<file path="config.mk">
export PLATFORM = sky130hd
export DESIGN_NAME = mips_perf_monitor
export DESIGN_NICKNAME = d
export VERILOG_FILES = /design/src/rtl/mips_perf_pkg.sv /design/src/rtl/mips_perf_monitor_sat_counter.sv /design/src/rtl/mips_perf_monitor.sv
export SDC_FILE = /design/constraint.sdc
export NUM_CORES = 1
export LEC_CHECK = 0
export CAP_MARGIN = 10
export CORE_MARGIN = 3
export CORE_UTILIZATION = 29
export CTS_BUF_LIST = sky130_fd_sc_hd__clkbuf_16
export DETAILED_ROUTE_END_ITERATION = 7
export PLACE_DENSITY = 0.49
export SYNTH_ARGS = -nofsm -noshare
export SYNTH_HDL_FRONTEND = slang
export SYNTH_SLANG_ARGS = --single-unit
</file>
<file path="constraint.sdc">
create_clock -name clk -period 2.2 [get_ports clk]
set_input_delay 0.22 -clock clk [delete_from_list [all_inputs] [get_ports clk]]
set_output_delay 0.22 -clock clk [all_outputs]
set_load 0.01 [all_outputs]
</file>
<file path="src/rtl/mips_perf_pkg.sv">
// mips_perf_pkg: shared types and constants for the MIPS performance monitor.
//   perf_state_e : monitor FSM state (IDLE/FILL/RUN/HALT).
//   SEL_*        : rd_sel indices of the read port.
//   NUM_CNT      : number of saturating event counters (selects 0..4).
package mips_perf_pkg;

  typedef enum logic [1:0] {
    IDLE = 2'd0,
    FILL = 2'd1,
    RUN  = 2'd2,
    HALT = 2'd3
  } perf_state_e;

  localparam logic [2:0] SEL_CYC   = 3'd0;
  localparam logic [2:0] SEL_RET   = 3'd1;
  localparam logic [2:0] SEL_STL   = 3'd2;
  localparam logic [2:0] SEL_FLS   = 3'd3;
  localparam logic [2:0] SEL_ALN   = 3'd4;
  localparam logic [2:0] SEL_FILL  = 3'd5;
  localparam logic [2:0] SEL_STATE = 3'd6;

  localparam int NUM_CNT = 5;

endpackage

</file>
<file path="src/rtl/mips_perf_monitor_sat_counter.sv">
// perf_sat_counter: W-bit event counter that sticks at all-ones.
//   clk, reset_n : clock, async active-low reset
//   clr          : synchronous zero, wins over inc
//   inc          : count one event this cycle
//   q            : current count
module perf_sat_counter #(
  parameter int W = 32
) (
  input  logic         clk,
  input  logic         reset_n,
  input  logic         clr,
  input  logic         inc,
  output logic [W-1:0] q
);

  always_ff @(posedge clk or negedge reset_n) begin
    if (!reset_n)               q <= '0;
    else if (clr)               q <= '0;
    else if (inc && (q != '1))  q <= q + 1'b1;
  end

endmodule

</file>
<file path="src/rtl/mips_perf_monitor.sv">
// mips_perf_monitor: event counters, fill latency and misaligned-PC capture
// for the 5-stage MIPS pipeline.
//   clk, reset_n            : clock, async active-low reset
//   start/stop/clear        : window control pulses (stop beats start)
//   if_pc/if_valid          : fetch observed in IF
//   wb_retire/stall/flush   : per-cycle pipeline event strobes
//   rd_sel -> rd_data       : registered counter read, 1-cycle latency
//   state_o, fill_cycles    : FSM state, cycles from start to first retire
//   align_err, err_pc       : sticky misaligned-fetch flag and first bad PC
// Build option PERF_SNAPSHOT_EN adds snap (copy counters 0..4 into shadow
// registers) and rd_shadow (read shadows for rd_sel 0..4).
module mips_perf_monitor
  import mips_perf_pkg::*;
#(
  parameter int CNT_W  = 32,
  parameter int PC_W   = 32,
  parameter int FILL_W = 8
) (
  input  logic              clk,
  input  logic              reset_n,
  input  logic              start,
  input  logic              stop,
  input  logic              clear,
  input  logic [PC_W-1:0]   if_pc,
  input  logic              if_valid,
  input  logic              wb_retire,
  input  logic              stall,
  input  logic              flush,
`ifdef PERF_SNAPSHOT_EN
  input  logic              snap,
  input  logic              rd_shadow,
`endif
  input  logic [2:0]        rd_sel,
  output logic [CNT_W-1:0]  rd_data,
  output logic [1:0]        state_o,
  output logic [FILL_W-1:0] fill_cycles,
  output logic              align_err,
  output logic [PC_W-1:0]   err_pc
);

  perf_state_e state;
  logic [1:0]  state_bits;
  logic        active, start_ok, aln_ev;
  logic [NUM_CNT-1:0]            inc;
  logic [NUM_CNT-1:0][CNT_W-1:0] cnt_q;

  assign state_bits = state;
  assign state_o    = state_bits;
  assign active     = (state == FILL) || (state == RUN);
  // start is only taken from IDLE/HALT and only when stop is not also high
  assign start_ok   = start && !stop && ((state == IDLE) || (state == HALT));
  // alignment is checked in every state, unlike the windowed events
  assign aln_ev     = if_valid && (if_pc[1:0] != 2'b00);

  assign inc[SEL_CYC] = active;
  assign inc[SEL_RET] = active && wb_retire;
  assign inc[SEL_STL] = active && stall;
  assign inc[SEL_FLS] = active && flush;
  assign inc[SEL_ALN] = aln_ev;

  for (genvar i = 0; i < NUM_CNT; i++) begin : g_cnt
    perf_sat_counter #(.W(CNT_W)) u_cnt (
      .clk     (clk),
      .reset_n (reset_n),
      .clr     (clear),
      .inc     (inc[i]),
      .q       (cnt_q[i])
    );
  end

  // FSM plus fill latency; clear touches fill_cycles but never the state
  always_ff @(posedge clk or negedge reset_n) begin
    if (!reset_n) begin
      state       <= IDLE;
      fill_cycles <= '0;
    end else begin
      case (state)
        IDLE:    if (start_ok) state <= FILL;
        FILL:    if (stop) state <= HALT;
                 else if (wb_retire) state <= RUN;
        RUN:     if (stop) state <= HALT;
        HALT:    if (start_ok) state <= FILL;
        default: state <= IDLE;
      endcase
      if (clear)
        fill_cycles <= '0;
      else if (start_ok)
        fill_cycles <= {{(FILL_W-1){1'b0}}, 1'b1};
      // the retiring FILL cycle is already covered, so the count freezes there
      else if ((state == FILL) && !wb_retire && (fill_cycles != '1))
        fill_cycles <= fill_cycles + 1'b1;
    end
  end

  always_ff @(posedge clk or negedge reset_n) begin
    if (!reset_n) begin
      align_err <= 1'b0;
      err_pc    <= '0;
    end else if (clear) begin
      align_err <= 1'b0;
      err_pc    <= '0;
    end else if (aln_ev && !align_err) begin
      align_err <= 1'b1;
      err_pc    <= if_pc;
    end
  end

`ifdef PERF_SNAPSHOT_EN
  logic [NUM_CNT-1:0][CNT_W-1:0] shadow;

  // snap samples the pre-increment counter values of this edge
  always_ff @(posedge clk or negedge reset_n) begin
    if (!reset_n)   shadow <= '0;
    else if (clear) shadow <= '0;
    else if (snap)  shadow <= cnt_q;
  end
`endif

  // read port samples pre-update values: same-edge increments show next cycle
  always_ff @(posedge clk or negedge reset_n) begin
    if (!reset_n) begin
      rd_data <= '0;
    end else begin
      case (rd_sel)
        SEL_CYC:   rd_data <= cnt_q[SEL_CYC];
        SEL_RET:   rd_data <= cnt_q[SEL_RET];
        SEL_STL:   rd_data <= cnt_q[SEL_STL];
        SEL_FLS:   rd_data <= cnt_q[SEL_FLS];
        SEL_ALN:   rd_data <= cnt_q[SEL_ALN];
        SEL_FILL:  rd_data <= CNT_W'(fill_cycles);
        SEL_STATE: rd_data <= CNT_W'(state_bits);
        default:   rd_data <= '0;
      endcase
`ifdef PERF_SNAPSHOT_EN
      if (rd_shadow) begin
        case (rd_sel)
          SEL_CYC: rd_data <= shadow[SEL_CYC];
          SEL_RET: rd_data <= shadow[SEL_RET];
          SEL_STL: rd_data <= shadow[SEL_STL];
          SEL_FLS: rd_data <= shadow[SEL_FLS];
          SEL_ALN: rd_data <= shadow[SEL_ALN];
          default: ;
        endcase
      end
`endif
    end
  end

endmodule

</file>
==> run metrics <==
Worst R2R Start state_o[0]; Top Ports roughly 120; Worst-Skew Late Latency approximately 570 ps; dpl cell area approximately 17,000 µm²; Final #Nets approximately 1,800; largest net degree at the start of global routing roughly 60; total power about 11,000 µW; Max Fclk ~460 MHz; most frequent cells in the layout 240 x buf_4, 228 x dfrtp_1, 168 x nand2_1; Synth Area in XOR/XNOR 0.0211; adder-cell share of the synthesized area 0.00876; DRC 0; FFs w/ async S/R, synth 1.00; simple-gate area share of the yosys netlist 0.279; Syn Inst Count roughly 1,400; Slew Viols, Final 0; Filler Cell Count roughly 4,400; synthesized area per cell around 9 µm²; clock transition at the registers of the reported paths 60 ps; Seq cells post-synth about 240; Antenna Cells 0; critical path endpoint g_cnt[0].u_cnt.q[15]; final antenna-violating net count 0; final clock period utilization by the worst path 0.990; final WL approximately 43 mm; Synth Area in Compound Gates 0.146; Die X roughly 220 µm; final setup violation count 0; Reg2Reg Depth 7; CTS H-tree depth 1; post-synth net total 1,464; Power Density 613 nW/µm²; DP Worst Slack -157 ps; R2R setup slack roughly 22 ps; total track usage 0.178; Vias between 10,000 and 15,000; EDFF count, synth 0; Setup crit start kind flip-flop; Die ar. around 47,000 µm²; row count 76; Final TNS setup 0 ps; I/O Buffers ~120; Slew @ Worst Pin 753 ps; GRT overflow 0; TritonCTS clock tree yes; root buffer cell clkbuf_16; critical path class reg2reg; global-route wire length before repair between 60 and 70 mm; Num CTS Buffers 29; layout cells sized above 1 0.232; max-cap viol count 0; Chip Height approximately 220 µm; final hold viol count 0; setup ws final roughly 22 ps; status finished, final reports clean; initial antenna violation count 1; Tmin final approximately 2200 ps; Sink Count approximately 240; Starting Density 0.296; main combinational cell family by area after synthesis simple AND/OR/NAND/NOR gates; CP Max Fanout 8; mux cell area share after synthesis 0.0577; Hold WC Path Type in2reg; Worst Path Required 2650 ps; clk_skew between 10 and 15 ps; hpwl dp approximately 31 mm; drt wl/cell between 15 and 20 µm; Placeable Area approximately 43,000 µm²; via count of the first global-routing pass 12,000; Worst Setup SP state_o[0]; Layout area overhead 39.3%; crit path DAT between 2000 and 3000 ps; most common cell after layout, fill and taps aside buf_4; Max VDD drop 562 µV; sequential share of the synthesized area 0.457; first drt pass iteration count 6; crit end category flip-flop; RSZ-0062 raised after global routing true; Yosys warning count 0; Reg-to-Reg End g_cnt[0].u_cnt.q[15]; post-synthesis cell type count 60; fin area roughly 18,000 µm²; Slew headroom 0.493; Post-Syn Area 12,900 µm²; Leak approximately 0.0075 µW; Placer Congestion about 0.85; Longest Clk Path Bufs 3; Vias/cell around 5.2; main flop type after synthesis dfrtp_1; number of DRC markers in iteration 0 about 800
==> registers in the layout, indices dropped and copies added (netlist names) <==
signal	count
rd_data	32
align_err	1
state_o	2
fill_cycles	8
err_pc	32
g_cnt.u_cnt.q	160
==> cell usage after synthesis (all sizes together), types with 24 or more instances <==
cell    number  area share
a21oi      112       0.044
a221o       24       0.019
clkbuf      62       0.018
dfrtp      235        0.46
mux2        25       0.022
mux2i       37       0.029
nand2      169       0.049
nand3       55       0.021
nand3b      35       0.020
nand4       55       0.028
nor2       101       0.029
nor2b       39       0.019
o21ai      112       0.044
o31ai       35       0.020
or3         72       0.035
or4         40       0.024
==> kinds of logic (layout without fill, tap and decap cells) <==
kind of cell,after synthesis,after routing
adders and majority gates,9,9
xor gates and xnor gates,31,31
DFF,235,235
buffers and inverters,93,451
and+or+nand+nor,663,663
muxes,66,66
AOI/OAI and AO/OA,314,315
==> critical path, cell delays in order, from the launching register on <==
cell,delay (ps)
dfrtp_2,410
inv_2,80
ha_4,240
nand4b_1,240
or3_1,410
a21o_4,230
nor3_2,120
mux2_2,340
==> metal layers <==
layer | global-route usage | vias to the layer above | share of wire
li1 | - | 5899 | -
met2 | 0.295 | 270 | 0.48
met1 | 0.244 | 6013 | 0.45
met5 | 0 | - | 0
met4 | 0.0486 | 0 | 0.023
met3 | 0.0245 | 62 | 0.046
==> through the flow <==
stage	cells	hold WS (ps)	utilization
after floorplan	1411	-75.6	-
after global placement	2287	195	0.381
after detailed placement	2287	192	0.381
after CTS	2345	59.5	0.404
after global routing	2355	112	0.412
final	2355	85.3	0.412
==> how the worst min path moves through the flow <==
stage,start,to,slack [ps],cells past startpoint
2_1_floorplan,reset_n,align_err,-80,0
3_3_place_gp,reset_n,err_pc[28],200,1
3_5_place_dp,reset_n,err_pc[28],190,1
4_1_cts,clear,align_err,60,2
5_1_grt,clear,align_err,110,2
6_report,clear,align_err,90,2
==> report_power, final <==
group / total (µW) / leakage (µW) / switching [µW] / internal (µW)
clock: 4530 / 0.000452 / 1930 / 2600
combinational: 1920 / 0.00377 / 990 / 929
sequential: 4520 / 0.00324 / 81.0 / 4440
total: 11000 / 0.00746 / 3000 / 7970
==> cell type report <==
type                    count  area [µm²]  share of cell area
inverters                  17        63.8             0.00356
well taps                 585         732              0.0409
repair buffers            382        3430               0.191
multi-input cells        1084        6920               0.386
clock buffers              29         726              0.0405
flip-flops and latches    235        5890               0.329
clock inverters            23         154             0.00859
==> repair_timing <==
action	4_1_cts	5_1_grt
buffers inserted	5	7
gates resized for setup	15	56
hold endpoints to repair	50	0
pin swaps	11	21
cloned	0	3
setup endpoints to repair	25	76
hold buffers	1	0
No activity file was read; power rests on OpenSTA's default activity.
